[src/rtl/ram_module_param_if.sv]
// Request/response bundle between a requester (master) and ram_module_param (slave).
// Busy from the slave must gate every access the master issues.
interface ram_module_param_if #(
    parameter int DATA_W = 8,
    parameter int ADDR_W = 8
);
    logic              en;
    logic              we;
    logic              clr;
    logic [ADDR_W-1:0] addr;
    logic [DATA_W-1:0] din;
    logic [DATA_W-1:0] dout;
    logic              valid;
    logic              busy;

    modport master (
        output en, we, clr, addr, din,
        input  dout, valid, busy
    );

    modport slave (
        input  en, we, clr, addr, din,
        output dout, valid, busy
    );
endinterface

[src/rtl/ram_module_param.sv]
// Single-port synchronous RAM with a built-in clear sequencer (fills INIT_VAL after reset or CLR).
// Optional macro RAM_OUTREG_EN adds a second output register stage (2-cycle read latency).
module ram_module_param #(
    parameter int                DATA_W   = 8,
    parameter int                ADDR_W   = 8,
    parameter int                DEPTH    = 2**ADDR_W,
    parameter logic [DATA_W-1:0] INIT_VAL = '0
) (
    input  logic              clk_i,
    input  logic              rst_i,
    ram_module_param_if.slave bus
);
    typedef enum logic {CLEAR, READY} state_e;

    localparam logic [ADDR_W-1:0] LAST_ADDR = ADDR_W'(DEPTH - 1);
    localparam logic [ADDR_W:0]   DEPTH_W   = (ADDR_W + 1)'(DEPTH);

    logic [DATA_W-1:0] mem_q [DEPTH];

    state_e            state_q;
    logic [ADDR_W-1:0] clr_addr_q;
    logic [DATA_W-1:0] dout_q;
    logic              valid_q;
    logic              busy_q;

    logic              in_range;
    logic              mem_we_d;
    logic [ADDR_W-1:0] mem_waddr_d;
    logic [DATA_W-1:0] mem_wdata_d;

    assign in_range = ({1'b0, bus.addr} < DEPTH_W);

    // Single write port shared by the clear sequencer and requester writes.
    always_comb begin
        mem_we_d    = 1'b0;
        mem_waddr_d = clr_addr_q;
        mem_wdata_d = INIT_VAL;
        if (!rst_i) begin
            if (state_q == CLEAR) begin
                mem_we_d = 1'b1;
            end else if (!bus.clr && bus.en && bus.we && in_range) begin
                mem_we_d    = 1'b1;
                mem_waddr_d = bus.addr;
                mem_wdata_d = bus.din;
            end
        end
    end

    always_ff @(posedge clk_i) begin
        if (mem_we_d) begin
            mem_q[mem_waddr_d] <= mem_wdata_d;
        end
    end

    always_ff @(posedge clk_i) begin
        if (rst_i) begin
            state_q    <= CLEAR;
            clr_addr_q <= '0;
            dout_q     <= '0;
            valid_q    <= 1'b0;
            busy_q     <= 1'b1;
        end else begin
            case (state_q)
                CLEAR: begin
                    valid_q <= 1'b0;
                    if (bus.clr) begin
                        clr_addr_q <= '0;
                    end else if (clr_addr_q == LAST_ADDR) begin
                        state_q <= READY;
                        busy_q  <= 1'b0;
                    end else begin
                        clr_addr_q <= clr_addr_q + 1'b1;
                    end
                end
                READY: begin
                    if (bus.clr) begin
                        state_q    <= CLEAR;
                        clr_addr_q <= '0;
                        busy_q     <= 1'b1;
                        valid_q    <= 1'b0;
                    end else if (bus.en) begin
                        // Read-first: old contents are returned even on a write.
                        dout_q  <= in_range ? mem_q[bus.addr] : '0;
                        valid_q <= 1'b1;
                    end else begin
                        valid_q <= 1'b0;
                    end
                end
                default: begin
                    state_q    <= CLEAR;
                    clr_addr_q <= '0;
                    busy_q     <= 1'b1;
                    valid_q    <= 1'b0;
                end
            endcase
        end
    end

`ifdef RAM_OUTREG_EN
    logic [DATA_W-1:0] dout2_q;
    logic              valid2_q;

    always_ff @(posedge clk_i) begin
        if (rst_i) begin
            dout2_q  <= '0;
            valid2_q <= 1'b0;
        end else begin
            dout2_q  <= dout_q;
            valid2_q <= valid_q;
        end
    end

    assign bus.dout  = dout2_q;
    assign bus.valid = valid2_q;
`else
    assign bus.dout  = dout_q;
    assign bus.valid = valid_q;
`endif

    assign bus.busy = busy_q;
endmodule

[src/flat_wrapper.sv]
// flat-port wrapper written by rule: the top's interface ports become plain ports
module ram_module_param_flat 
#(
    parameter int                DATA_W   = 8,
    parameter int                ADDR_W   = 8,
    parameter int                DEPTH    = 2**ADDR_W,
    parameter logic [DATA_W-1:0] INIT_VAL = '0
)
  (clk_i, rst_i, bus_en, bus_we, bus_clr, bus_addr, bus_din, bus_dout, bus_valid, bus_busy);
  ram_module_param_if #(.DATA_W(DATA_W), .ADDR_W(ADDR_W)) bus_i ();
  input  logic clk_i;
  input  logic rst_i;
  input wire logic [$bits(bus_i.en)-1:0] bus_en;
  input wire logic [$bits(bus_i.we)-1:0] bus_we;
  input wire logic [$bits(bus_i.clr)-1:0] bus_clr;
  input wire logic [$bits(bus_i.addr)-1:0] bus_addr;
  input wire logic [$bits(bus_i.din)-1:0] bus_din;
  output wire logic [$bits(bus_i.dout)-1:0] bus_dout;
  output wire logic [$bits(bus_i.valid)-1:0] bus_valid;
  output wire logic [$bits(bus_i.busy)-1:0] bus_busy;
  assign bus_i.en = bus_en;
  assign bus_i.we = bus_we;
  assign bus_i.clr = bus_clr;
  assign bus_i.addr = bus_addr;
  assign bus_i.din = bus_din;
  assign bus_dout = bus_i.dout;
  assign bus_valid = bus_i.valid;
  assign bus_busy = bus_i.busy;
  ram_module_param #(.DATA_W(DATA_W), .ADDR_W(ADDR_W), .DEPTH(DEPTH), .INIT_VAL(INIT_VAL)) u_core (.clk_i(clk_i), .rst_i(rst_i), .bus(bus_i));
endmodule
[config.mk]
export PLATFORM = sky130hd
export DESIGN_NAME = ram_module_param_flat
export DESIGN_NICKNAME = d
export VERILOG_FILES = /design/src/rtl/ram_module_param_if.sv /design/src/rtl/ram_module_param.sv /design/src/flat_wrapper.sv
export SDC_FILE = /design/constraint.sdc
export NUM_CORES = 2
export LEC_CHECK = 0
export ABC_AREA = 1
export BUFFER_PORTS_ARGS = -buffer_cell sky130_fd_sc_hd__buf_2
export CAP_MARGIN = 10
export CORE_ASPECT_RATIO = 2
export CORE_MARGIN = 10
export CORE_UTILIZATION = 60
export CTS_CLUSTER_DIAMETER = 150
export CTS_CLUSTER_SIZE = 16
export DETAILED_ROUTE_END_ITERATION = 16
export GPL_TIMING_DRIVEN = 1
export PLACE_DENSITY = 0.73
export SYNTH_ARGS = -nofsm -noshare
export SYNTH_HDL_FRONTEND = slang
export SYNTH_SLANG_ARGS = --single-unit
[constraint.sdc]
create_clock -name clk_i -period 26.3 [get_ports clk_i]
set_input_delay 2.63 -clock clk_i [delete_from_list [all_inputs] [get_ports clk_i]]
set_output_delay 2.63 -clock clk_i [all_outputs]
set_load 0.05 [all_outputs]
# Word level (Yosys, flattened, before mapping)
# Memories as Yosys holds them, arrays and structs flattened. A register that Yosys moved wholly into a read port is not among the register bits.
# Cells that the tools add are included.
# totals
reg_bits	11
mem_bits_rw	2048
in_bits	21
out_inout_bits	10
elab_cells	45
mem_count	1
# classes
addsub	1
eq_ne	5
mux	26
bitwise_logic	2
n_reduce_logical	6
# memory_table
name	depth	width	read_ports	rd_ports_with_merged_regs	wr	line_no	rtl
u_core.mem_q	256	8	1	1	1	ram_module_param.sv:18	logic [DATA_W-1:0] mem_q [DEPTH];
# op_table
cell	n
2-to-1 mux 8 bit	9
one-hot mux 8 bit (2 select lines)	1
2-to-1 mux 1 bit	13
adder 8 x 1 -> 8 bit (second input constant)	1
equality test 8 bit (second input constant)	1
!= test 2 bit (second input constant)	3
one-hot mux 1 bit (2 select lines)	3
AND reduction 3 bit	2
!= test 3 bit (second input constant)	1
logical AND 1 bit	2
inverter 1 bit	2
AND reduction 2 bit	1
logical NOT 1 bit	1

# Longest topological paths before layout
# logic_depth
word_depth	8
depth_mapped	17

# Worst setup path after synthesis
# Ideal clock, no wire load.
# synth_path
path_kind	input to register
startpoint	input bus_clr
endpoint	memory u_core.mem_q[0][0], data pin
setup_time_ps	1388
arrival_time_ps	9079
required_time_ps	24912
path_slack_ps	15833
cell_stages	7
cell_sequence	inv_2 > nand2_4 > nor2_8 > inv_8 > nor2_8 > nand2_8 > nor2_1
# synth_between
elab_chain_len	6
# synth_lines
element	line_no	rtl
start, declared	flat_wrapper.sv:15	input wire logic [$bits(bus_i.clr)-1:0] bus_clr;
logical NOT 1 bit	ram_module_param.sv:41	end else if (!bus.clr && bus.en && bus.we && in_range) begin
logical AND 1 bit (2 in a row)	ram_module_param.sv:41	
2-to-1 mux 8 bit	ram_module_param.sv:41	
2-to-1 mux 8 bit	ram_module_param.sv:39	if (state_q == CLEAR) begin
2-to-1 mux 8 bit	ram_module_param.sv:38	if (!rst_i) begin
via u_core.mem_wdata_d[0]	ram_module_param.sv:29	logic [DATA_W-1:0] mem_wdata_d;
end, declared	ram_module_param.sv:18	
# The timed path passes the listed nets, and every way through them passes these cells.

==> metrics.md <==
| Metric | Value |
|---|---|
| TNS Setup | `0 ps` |
| Vias in the first global route | `53290` |
| Top FF cell, synth | `edfxtp_1` |
| Final Setup Violations | `0` |
| Hold Path Stages | `2` |
| Largest area contributor in the netlist | `edfxtp_1` |
| Number of buffers created by CTS | `155` |
| Min Clock Period, post-route | `6733 ps` |
| Largest net degree at the start of global routing | `231` |
| Starting DRT DRC Count | `7139` |
| Die X | `approximately 280 um` |
| Worst R2R Start | `u_core.state_q` |
| Antenna violations before repair | `7` |
| Root buf cell | `clkbuf_16` |
| Leakage power total | `29.71 nW` |
| Crit path kind | `in2reg` |
| Register bit count reported by yosys | `2067` |
| Initial Util | `60.23%` |
| Number of fill cells | `10220` |
| Worst Reg-to-Reg Cells | `15` |
| Post-synth EDFFs | `2048` |
| Commonest cells in the netlist | `nand2_1 (2118), edfxtp_1 (2048), nand3_1 (2029), clkbuf_1 (336), nor2_1 (292)` |
| Via density | `6.287` |
| Die ar. | `0.1564 mm^2` |
| CP Cell Sequence | `buf_8 -> buf_12 -> buf_4 -> buf_4 -> nand2_1 -> nand3_1 -> nand3_1 -> nand3_1 -> nand3_1 -> nand3_1 -> nand3_1 -> nand2_1 -> nand2_1 -> nand3_1 -> nand2_1 -> inv_1` |
| # Post-CTS Setup Buffers | `0` |
| R2R Path End | `u_core.mem_q[218][6]` |
| DP HPWL | `131.2 mm` |
| IO Count | `31` |
| Tot Pwr | `6.037 mW` |
| IO buf count | `30` |
| Slew margin rel. | `11.98%` |
| Clk network pwr share | `35.2%` |
| Avg Cell Area, Syn | `11.77 um^2` |
| Period utilization | `roughly a quarter` |
| TritonRoute pass-1 iters | `8` |
| Worst vdd ir | `0.04605 mV` |
| Max incr delay on CP | `between 800 and 900 ps` |
| Hold Path Origin | `u_core.bus.busy` |
| Hold EP | `u_core.bus.busy` |
| Worst clock skew | `around 48 ps` |
| Hold WS | `just under 500 ps` |
| Worst-skew pair later-pin latency | `800 ps` |
| Sequential share of power | `59.0%` |
| Cell area after synthesis | `around 0.084 mm^2` |
| Worst Path Max Fanout | `approximately 180` |
| Util after Layout | `64.12%` |
| Cell-internal power | `4.728 mW` |
| Hold WC Path Type | `reg2reg` |
| Post-synthesis sequential area ratio | `about three quarters` |
| Post-DR wirelength/cell | `25.99 um` |
| Grt total ovfl | `0` |
| NumNets Final | `6946` |
| Syn Nets | `approximately 7200` |
| Most frequent cell after synthesis | `nand2_1` |
| Worst-Margin Slew | `between 1000 and 1500 ps` |
| Arr. time, crit path | `7480 ps` |
| R2R Setup Slk | `21840 ps` |
| Top cells by area, synth | `edfxtp_1 (73%), nand3_1 (12%), nand2_1 (9.5%)` |
| Yosys top cell area share | `between 70% and 80%` |
| Status | `finished, final reports clean` |
| PD cells | `67.45 mW/mm^2` |
| Top cell by count, worst path | `nand3_1` |
| Max Clock Freq | `148.5 MHz` |
| Yosys cell types | `40` |
| Synthesized instance count | `7141` |
| Syn. warnings | `0` |
| RSZ-0062 raised after global routing | `false` |
| CP Capture Type | `register` |
| Cts repair resizes | `0` |
| Vias | `approximately 55000` |
| Die H | `549.4 um` |
| Core Footprint | `0.1396 mm^2` |
| H-tree depth | `4` |
| Hold_buf cts | `0` |
| Critical-path top delay cell | `buf_4` |
| Maxcap violations | `0` |
| WP data required | `approximately 27000 ps` |
| Gpl congestion | `between 0.8 and 0.9` |
| First-pass GRT wire length | `around 340 mm` |
| Total wire length | `229.2 mm` |
| Rows | `194` |
| Slew Limit Fails | `0` |
| Area growth from synthesis to layout | `6.459%` |
| CTS clock-pin slew for the worst setup and hold paths | `~70 ps` |
| Clk buf depth | `4` |
| Fin. Hold Viols | `0` |
| Post-route DRC | `0` |
| Async S/R FF share, synth | `0%` |
| CTS Sinks | `2067` |
| P_sw | `1.309 mW` |
| Combinational share of power | `a little under 6%` |
| GRT Total Usage | `between 20% and 30%` |
| Post-route ant nets | `0` |
| Switching part of the total | `21.68%` |
| Layout cells sized above 1 | `4.817%` |
| CTS tree | `done` |
| Design area | `0.08950 mm^2` |
| CP Launch Type | `primary input` |
| DP Area | `0.08542 mm^2` |
[sequential cells by signal, summed over array words and instances, names as in the netlist]
name / count
u_core.mem_q: 2048
u_core.bus.dout: 8
u_core.clr_addr_q: 8
u_core.bus.busy: 1
u_core.bus.valid: 1
u_core.state_q: 1
[layout by cell type (no fill, tap or decap), types with 9 or more instances in the layout]
master	instances
nand2_1	2118
edfxtp_1	2048
nand3_1	2029
nor2_1	284
clkbuf_16	157
buf_4	69
inv_1	60
buf_2	27
clkbuf_1	26
dfxtp_1	19
buf_12	12
nand2_4	11
a21oi_1	11
nor2_4	10
nand2_2	9
[metal layers]
layer  up-vias  track usage (%)  routed length [um]
met5         -                0                  99
li1      24690                -                   -
met4        14            19.66               17690
met3       725            3.853               18950
met1     26890            33.24               76010
met2      3115            49.44              116400
[power by group through the flow]
stage	registers (mW)	clock network, mW	logic, mW
after floorplan	3.64	0	0.227
after global placement	3.64	0	0.336
after detailed placement	3.64	0	0.341
after CTS	3.56	2.14	0.343
after global routing	3.56	2.24	0.378
final	3.56	2.12	0.351
[worst max-delay path: cells and delay by family]
kind | cells | cell delay [ps]
buffers and inverters | 5 | 2760
AND/OR/NAND/NOR | 11 | 1790
[cell families after synthesis]
group	after synthesis	share of synthesized area, %
buf+inv	562	2.746
compound gates	29	0.2396
simple gates	4481	23.38
mux	1	0.01191
fa+ha+maj	1	0.01488
flops	2067	73.61
[area by class of cell]
| cell class | instances | area (um^2) | share of cell area, % |
|---|---|---|---|
| antenna | 1 | 2.502 | 0.002796 |
| clock buffer | 183 | 4026 | 4.499 |
| clock inverter | 4 | 42.54 | 0.04753 |
| inverter | 77 | 339.1 | 0.3789 |
| multi-input combinational | 4512 | 19940 | 22.28 |
| sequential | 2067 | 61880 | 69.14 |
| tap | 1862 | 2330 | 2.603 |
| timing repair buffer | 111 | 938.4 | 1.049 |
[how the worst max path moves through the flow]
stage | from | to | slack (ps) | depth (start not counted)
2_1_floorplan | bus_clr | u_core.mem_q[0][0] | 15830 | 7
3_3_place_gp | bus_addr[0] | u_core.bus.dout[1] | 19080 | 16
3_5_place_dp | bus_addr[0] | u_core.bus.dout[2] | 19040 | 17
4_1_cts | bus_addr[0] | u_core.bus.dout[2] | 19860 | 17
5_1_grt | bus_addr[0] | u_core.bus.dout[1] | 19420 | 16
6_report | bus_addr[0] | u_core.bus.dout[1] | 19570 | 16
[through the flow]
stage | setup slack, ps | instances
final | 19570 | 8817
after CTS | 19860 | 8816
after global routing | 19420 | 8817
after detailed placement | 19040 | 8629
after global placement | 19080 | 8628
after floorplan | 15830 | 7141
No activity file was read; power rests on OpenSTA's default activity.
